## config.mk

```make
export PLATFORM = sky130hd
export DESIGN_NAME = trng_word_fifo
export DESIGN_NICKNAME = d
export VERILOG_FILES = /design/src/rtl/trng_pkg.sv /design/src/rtl/trng_sync_fifo.sv /design/src/rtl/trng_word_fifo.sv
export SDC_FILE = /design/constraint.sdc
export NUM_CORES = 1
export LEC_CHECK = 0
export BUFFER_PORTS_ARGS = -buffer_cell sky130_fd_sc_hd__clkbuf_2
export CAP_MARGIN = 20
export CORE_UTILIZATION = 53
export CTS_CLUSTER_SIZE = 16
export DETAILED_ROUTE_END_ITERATION = 10
export PLACE_DENSITY = 0.78
export REMOVE_ABC_BUFFERS = 1
export SLEW_MARGIN = 20
export SYNTH_ARGS = -nofsm -noshare
export SYNTH_HDL_FRONTEND = slang
export SYNTH_SLANG_ARGS = --single-unit
```

## constraint.sdc

```tcl
create_clock -name clk -period 6.5 [get_ports clk]
set_input_delay 0.975 -clock clk [delete_from_list [all_inputs] [get_ports clk]]
set_output_delay 0.975 -clock clk [all_outputs]
set_load 0.005 [all_outputs]
```

## src/rtl/trng_pkg.sv

```systemverilog
// Shared constants and the debias-phase type for the TRNG word collector.
package trng_pkg;
  localparam int TRNG_WORD_W    = 8;
  localparam int TRNG_DEPTH     = 4;
  localparam int TRNG_REP_LIMIT = 32;

  typedef enum logic {
    PH_FIRST  = 1'b0,
    PH_SECOND = 1'b1
  } phase_t;
endpackage

```

## src/rtl/trng_sync_fifo.sv

```systemverilog
// First-word-fall-through word FIFO; head visible the cycle after the push edge.
// A push while full is taken only when a pop happens on the same edge, otherwise o_drop pulses.
module trng_sync_fifo #(
  parameter int WORD_W = 8,
  parameter int DEPTH  = 4
) (
  input  logic                           clk,
  input  logic                           rst_n,
  input  logic                           i_push,
  input  logic [WORD_W-1:0]              i_push_dat,
  input  logic                           i_pop,
  output logic [WORD_W-1:0]              o_dat,
  output logic                           o_full,
  output logic                           o_empty,
  output logic                           o_drop,
  output logic [$clog2(DEPTH+1)-1:0]     o_level
);
  localparam int AW = $clog2(DEPTH);
  localparam int LW = $clog2(DEPTH+1);

  logic [WORD_W-1:0] r_mem [DEPTH];
  logic [AW-1:0]     r_wr_ptr;
  logic [AW-1:0]     r_rd_ptr;
  logic [LW-1:0]     r_level;
  logic [WORD_W-1:0] r_hold;
  logic              w_pop;
  logic              w_push;

  assign o_empty = (r_level == '0);
  assign o_full  = (r_level == LW'(DEPTH));
  assign w_pop   = i_pop & ~o_empty;
  assign w_push  = i_push & (~o_full | w_pop);
  assign o_drop  = i_push & ~w_push;
  assign o_level = r_level;
  // When empty, keep presenting the last word that left so the output never goes stale-random.
  assign o_dat   = o_empty ? r_hold : r_mem[r_rd_ptr];

  always_ff @(posedge clk) begin
    if (w_push) r_mem[r_wr_ptr] <= i_push_dat;
  end

  always_ff @(posedge clk or negedge rst_n) begin
    if (!rst_n) begin
      r_wr_ptr <= '0;
      r_rd_ptr <= '0;
      r_level  <= '0;
      r_hold   <= '0;
    end else begin
      if (w_push) r_wr_ptr <= r_wr_ptr + 1'b1;
      if (w_pop) begin
        r_rd_ptr <= r_rd_ptr + 1'b1;
        r_hold   <= r_mem[r_rd_ptr];
      end
      case ({w_push, w_pop})
        2'b10:   r_level <= r_level + 1'b1;
        2'b01:   r_level <= r_level - 1'b1;
        default: r_level <= r_level;
      endcase
    end
  end
endmodule

```

## src/rtl/trng_word_fifo.sv

```systemverilog
// Samples raw TRNG bits, optionally von Neumann debiases, packs LSB-first into words and queues them;
// word visible one cycle after its last bit; full FIFO drops words (sticky overflow). TRNG_HEALTH_EN adds a repetition-count test.
module trng_word_fifo
  import trng_pkg::*;
#(
  parameter int WORD_W    = TRNG_WORD_W,
  parameter int DEPTH     = TRNG_DEPTH,
  parameter int DEBIAS    = 0,
  parameter int REP_LIMIT = TRNG_REP_LIMIT
) (
  input  logic                        clk,
  input  logic                        rst_n,
  input  logic                        ro_en,
  input  logic                        start,
  input  logic                        raw_bit,
  output logic [WORD_W-1:0]           data,
  output logic                        data_vld,
  input  logic                        data_rdy,
  output logic [$clog2(DEPTH+1)-1:0]  fifo_level,
  output logic                        overflow,
  output logic                        health_fail
);
  localparam int IW = $clog2(WORD_W);

  logic [IW-1:0]     r_idx;
  logic [WORD_W-2:0] r_word;
  phase_t            r_phase;
  logic              r_a;
  logic              r_overflow;
  logic              w_halt;
  logic              w_sample;
  logic              w_acc;
  logic              w_bit;
  logic              w_last;
  logic              w_push;
  logic              w_drop;
  logic              w_empty;
  logic              w_full;
  logic [WORD_W-1:0] w_push_dat;

  assign w_sample = start & ro_en & ~w_halt;

  always_comb begin
    w_acc = 1'b0;
    w_bit = raw_bit;
    if (w_sample) begin
      if (DEBIAS == 0) begin
        w_acc = 1'b1;
      end else if (r_phase == PH_SECOND) begin
        w_acc = (r_a != raw_bit);
        w_bit = r_a;
      end
    end
  end

  assign w_last     = (r_idx == IW'(WORD_W-1));
  assign w_push     = w_acc & w_last;
  assign w_push_dat = {w_bit, r_word};

  always_ff @(posedge clk or negedge rst_n) begin
    if (!rst_n) begin
      r_idx      <= '0;
      r_word     <= '0;
      r_phase    <= PH_FIRST;
      r_a        <= 1'b0;
      r_overflow <= 1'b0;
    end else begin
      if (w_sample && DEBIAS != 0) begin
        if (r_phase == PH_FIRST) begin
          r_a     <= raw_bit;
          r_phase <= PH_SECOND;
        end else begin
          r_phase <= PH_FIRST;
        end
      end
      if (w_acc) begin
        for (int i = 0; i < WORD_W-1; i++) begin
          if (r_idx == IW'(i)) r_word[i] <= w_bit;
        end
        r_idx <= w_last ? '0 : r_idx + 1'b1;
      end
      if (w_drop) r_overflow <= 1'b1;
    end
  end

  assign overflow = r_overflow;
  assign data_vld = ~w_empty;

`ifdef TRNG_HEALTH_EN
  localparam int RW = $clog2(REP_LIMIT+1);
  logic [RW-1:0] r_run;
  logic [RW-1:0] w_run_nxt;
  logic          r_prev;
  logic          r_health;

  // A zero run count marks "no previous sample yet" after reset.
  assign w_run_nxt = ((r_run != '0) && (raw_bit == r_prev)) ? r_run + 1'b1 : RW'(1);

  always_ff @(posedge clk or negedge rst_n) begin
    if (!rst_n) begin
      r_run    <= '0;
      r_prev   <= 1'b0;
      r_health <= 1'b0;
    end else if (w_sample) begin
      r_prev <= raw_bit;
      r_run  <= w_run_nxt;
      if (w_run_nxt == RW'(REP_LIMIT)) r_health <= 1'b1;
    end
  end

  assign w_halt      = r_health;
  assign health_fail = r_health;
`else
  assign w_halt      = 1'b0;
  assign health_fail = 1'b0;
`endif

  trng_sync_fifo #(
    .WORD_W (WORD_W),
    .DEPTH  (DEPTH)
  ) u_fifo (
    .clk        (clk),
    .rst_n      (rst_n),
    .i_push     (w_push),
    .i_push_dat (w_push_dat),
    .i_pop      (data_rdy),
    .o_dat      (data),
    .o_full     (w_full),
    .o_empty    (w_empty),
    .o_drop     (w_drop),
    .o_level    (fifo_level)
  );

  // Fullness is already folded into o_drop; the flag itself is not needed here.
  logic w_full_unused;
  assign w_full_unused = w_full;
endmodule

```

======== Word level (Yosys, flattened, before mapping) ========
Memory sizes are Yosys's and may differ from the RTL's.
Cells that the tools add are included.
word-level totals
  register bits ........................... 26
  bits in latches ......................... 0
  memory bits (writable) .................. 32
  memory bits (read-only) ................. 0
  bits of input ports ..................... 6
  output and inout port bits .............. 14
  word-level logic and storage cells ...... 54
  memories ................................ 1
memories
  memory        depth  width  rd ports  clocked after Yosys merged registers in  write ports  line                  source
  u_fifo.r_mem  4      8      1         0                                        1            trng_sync_fifo.sv:21  logic [WORD_W-1:0] r_mem [DEPTH];
cells by class
  $add $sub $neg .......................... 5
  multipliers ............................. 0
  divide/modulo/power cells ............... 0
  magnitude comparators ................... 0
  eq/ne operators ......................... 10
  shift-type cells ........................ 0
  muxes and demuxes ....................... 6
  bitwise logic cells ..................... 9
  reductions and logical operators ........ 10
operator list
  operator             number
  $eq 3x3->1 const B   5
  $reduce_and 2->1     7
  $mux 8               1
  $add 3x1->3 const B  2
  $eq 3x2->1 const B   2
  $logic_not 3->1      2
  $pmux 3 s2           1
  $and 1x1->1          5
  $add 2x1->2 const B  2
  $eq 3x1->1 const B   1
  $mux 1               3
  $mux 3               1
  $not 1->1            3
  $sub 3x1->3 const B  1
  $eq 2x1->1 const B   1
  $eq 2x2->1 const B   1
  $reduce_bool 2->1    1
  $or 1x1->1           1

======== Longest topological paths before layout ========
  word-level depth ........................ 7
  mapped depth ............................ 10
  depth with buffers taken out ............ 10

======== Modules after synthesis ========
A second synthesis with hierarchy kept.
unflattened totals
  cells, all modules ...................... 166
  area, all modules ....................... 2645.0 um^2
by module, submodules not included
  module          times used  cells an instance  area an instance (um^2)  sequential area each (um^2)
  trng_sync_fifo  1           120                2070.7                   1336.3
  trng_word_fifo  1           46                 574.3                    275.3

======== Worst setup path before layout ========
No wires, ideal clock.
  path type ............................... input-to-reg
  start ................................... input data_rdy
  end ..................................... register u_fifo.r_level[2], in the netlist u_fifo.o_level[2]
  library setup time ...................... 79 ps
  data arrival time ....................... 2448 ps
  data required time ...................... 6421 ps
  path slack .............................. 3972 ps
  stages on the path ...................... 9
  path buffers ............................ 0
  cell sequence ........................... nor4b_2 -> nor3b_4 -> inv_1 -> ha_1 -> inv_1 -> fa_1 -> xor2_1 -> nor2_1 -> xor2_1
between the ends
  cells in the longest elaborated chain, start to end .. 5
  elaborated cells on any way between the ends .. 7
  classes of those cells .................. 2 x eq/ne; 1 x mux; 3 x bitwise; 1 x reduce/logical
ends and longest elaborated chain
  what                                                    line                  source
  start, declared                                         trng_word_fifo.sv:18  input logic data_rdy,
  $and 1x1->1 *                                           trng_sync_fifo.sv:31  assign w_pop = i_pop & ~o_empty;
  $or 1x1->1                                              trng_sync_fifo.sv:32  assign w_push = i_push & (~o_full | w_pop);
  $and 1x1->1                                             trng_sync_fifo.sv:32
  $eq 2x1->1 / $eq 2x2->1 (equally long branches)         trng_sync_fifo.sv:54  case ({w_push, w_pop})
  $pmux 3 s2 / $reduce_bool 2->1 (equally long branches)  -
  end signal, assigned                                    trng_sync_fifo.sv:55  2'b10: r_level <= r_level + 1'b1;
  end signal, assigned                                    trng_sync_fifo.sv:56  2'b01: r_level <= r_level - 1'b1;
  end signal, assigned                                    trng_sync_fifo.sv:57  default: r_level <= r_level;
  end, declared                                           trng_sync_fifo.sv:24  logic [LW-1:0] r_level;
Mark *: on every way between the ends. The rest lies on a longest branch, timed or not.
A chain may end at the register's enable or synchronous reset.

======== Worst setup path after layout ========
  start ................................... register u_fifo.r_rd_ptr[0]
  end ..................................... output data[6]
between the ends
  cells in the longest elaborated chain, start to end .. 2
ends and longest elaborated chain
  what                    line                  source
  start, declared         trng_sync_fifo.sv:23  logic [AW-1:0] r_rd_ptr;
  start signal, assigned  trng_sync_fifo.sv:51  r_rd_ptr <= r_rd_ptr + 1'b1;
  $mem_v2 4x8             -
  $mux 8                  trng_sync_fifo.sv:36  assign o_dat = o_empty ? r_hold : r_mem[r_rd_ptr];
  end, declared           trng_word_fifo.sv:16  output logic [WORD_W-1:0] data,
Every way passes these cells.

==> metrics.cfg <==
[worst_setup_path]
cp-end-kind=primary output
critPathTopFamily=multiplexers
criticalPathCategory=register to primary output
cp_cell_sequence=mux4_2 -> mux2_4 -> clkbuf_2
cp_data_arrival_time_ps=2040
cp.depth=3
required_ps=5520
critPathBufInv=1
crit_fanout=10
max_stage_delay_ps=720
reg2regPathDepth=7
setup.worst_path.start=u_fifo.r_rd_ptr[0]
slowest_stage=dfrtp_1
critPathLaunchType=register
reg2reg_from=u_fifo.o_level[0]

[synthesis]
synthCells=153
synth_top_cells_by_area=edfxtp_1 37%, dfrtp_1 25%, mux2_4 9.8%
yosysUniqueCellTypes=29
synth_top_area_share_pct=37.05
yosysTopAreaCell=edfxtp_1
yosysWarnings=0
synth_seq_area_share_pct=62.13
postSynthAreaPerCell_um2=16.95
synth_area_mm2=0.002594
ys_ff_latch=58

[clocking]
clk_path_buf_depth=2
cts_resized=0
cts_sinks=58
cts_setup_buffers=0
tritoncts=built
tritoncts.num_buffers=9
clk_pin_slew_ps=60
clk_latency_ps=330
cts_htree_levels=3
cts_root_buf=clkbuf_8
hold_buffers=0

[final_layout]
fillers=361
design_area_mm2=0.002904
drive_gt1_share_pct=36.26
syn2layout_area_growth_pct=11.96
post-route-util_pct=61.48
seqCellArea_mm2=0.001612
final_cell_mix=32 x edfxtp_1, 26 x dfrtp_1, 18 x clkbuf_2
multi_input_area_um2=910.9
mostFrequentLayoutCell=edfxtp_1
fin_nets=195
antenna_cells=0

[drt]
route.detailed.drc=0
finalWirelength_mm=3.899
wl_per_cell_um=15.66
vias=1287
drt_iter0_markers=81
drtPass1Iterations=4
route.antenna.remaining_nets=0
viasPerCell=5.169

[timing]
hold_viol=0
period_share_pct=46.45
fin_worst_skew_ps=7.715
slew_violations=0
setup_viol=0
whs_ps=472.0
finalSetupTns_ps=0
worst_pin_slew_ps=733.4
fin_crit_ps=3019
rsz0062_at_grt=no
slew_headroom_pct=51.11
fmax_mhz=331.2

[pwr]
power_density_mw_per_mm2=442.2
p_int_mw=0.9017
swShare_pct=29.79
power_switching_mw=0.3826
p_comb_share_pct=30.9
vdd.ir_drop.worst_mv=0.2073
p_leak_nw=1.226
clkPwrFrac_pct=22.6
finalPower_mw=1.284
p_seq_share_pct=46.4

[placed_design]
place_area_mm2=0.002730
hpwl_mm=2.742
finalWeightedCongestion=0.6936
portBuffers=18

[grt]
antenna_found_initial=0
grt_max_degree=27
grt_pass1_vias=1310
grt_pass1_wl_mm=6.375
grt_overflow=0
track_usage_pct=17.65

[run]
cap_violations=0

[floorplanning]
die_h_um=71.96
start_util_pct=54.91
die_area_mm2=0.005178
design.core.area_mm2=0.004723
rows=25
top_level_ports=20
die_width_um=71.96

[hold_path]
min_from=overflow
hp-class=register to register
whs_path_depth=1

[outcome]
status=finished clean

-- logic make-up after synthesis --
group,share of synthesized area (%)
buffers and inverters,2.749
DFF,62.13
adders and majority gates,6.078
other,0.1446
and+or+nand+nor,5.451
AOI/OAI and AO/OA,1.592
xor gates and xnor gates,2.026
muxes,19.83
-- cell type report --
type	instances	share of cell area, %
timing repair buffer	18	3.102
sequential	58	55.49
inverter	9	1.163
tap	67	2.887
multi-input combinational	81	31.37
clock inverter	3	0.5170
clock buffer	13	5.472
-- state kept, by name (all words and copies together), names as in the netlist --
signal           flops
overflow             1
r_idx                3
r_word               7
u_fifo.o_level       3
u_fifo.r_hold        8
u_fifo.r_mem        32
u_fifo.r_rd_ptr      2
u_fifo.r_wr_ptr      2
-- power groups by stage --
stage / logic, mW / clock network, mW / registers (mW)
6_report: 0.397 / 0.291 / 0.596
5_1_grt: 0.438 / 0.314 / 0.611
4_1_cts: 0.404 / 0.296 / 0.599
3_5_place_dp: 0.403 / 0 / 0.606
3_3_place_gp: 0.382 / 0 / 0.596
2_1_floorplan: 0.301 / 0 / 0.573
-- synthesized netlist by cell type (all sizes together) --
cell    number
mux4         8
or3          1
nor4b        1
nand3        1
nor3b        1
and3b        1
o21ai        3
ha          11
inv          9
edfxtp      32
conb         1
nor2         1
and2         4
a41o         1
nand2b       1
nand2       11
o31a         1
dfrtp       26
a21o         1
fa           1
mux2        24
xor2         3
and3         1
buf          4
xnor2        3
clkbuf       1
nor3         1
-- final timing paths --
kind / to / slack (ps)
max: data[6] / 3480
min: overflow / 470
max reg2reg: u_fifo.o_level[2] / 4170
min reg2reg: overflow / 470
max in group asynchronous: r_word[1] / 5370
min in group asynchronous: u_fifo.r_hold[1] / 670
-- per-stage QoR --
stage / instances / worst slack [ps]
after floorplan: 148 / 3910
after global placement: 233 / 3630
after detailed placement: 233 / 3525
after CTS: 249 / 3433
after global routing: 249 / 3365
final: 249 / 3481
-- worst register-to-register path, stage by stage, from the launching register on --
cell	delay (ps)
dfrtp_1	450
o31a_1	650
ha_1	310
inv_1	70
fa_1	380
xor2_1	150
nor2_1	110
xor2_1	140
-- routing by layer --
metal  routed length, um  track usage (%)  vias up
li1                    -                -      598
met1                1719            21.71      659
met2                1951            27.46       22
met3                 150            6.667        8
met4                  78            9.150        0
met5                   0                0        -
Power figures use the tool's default switching activity.
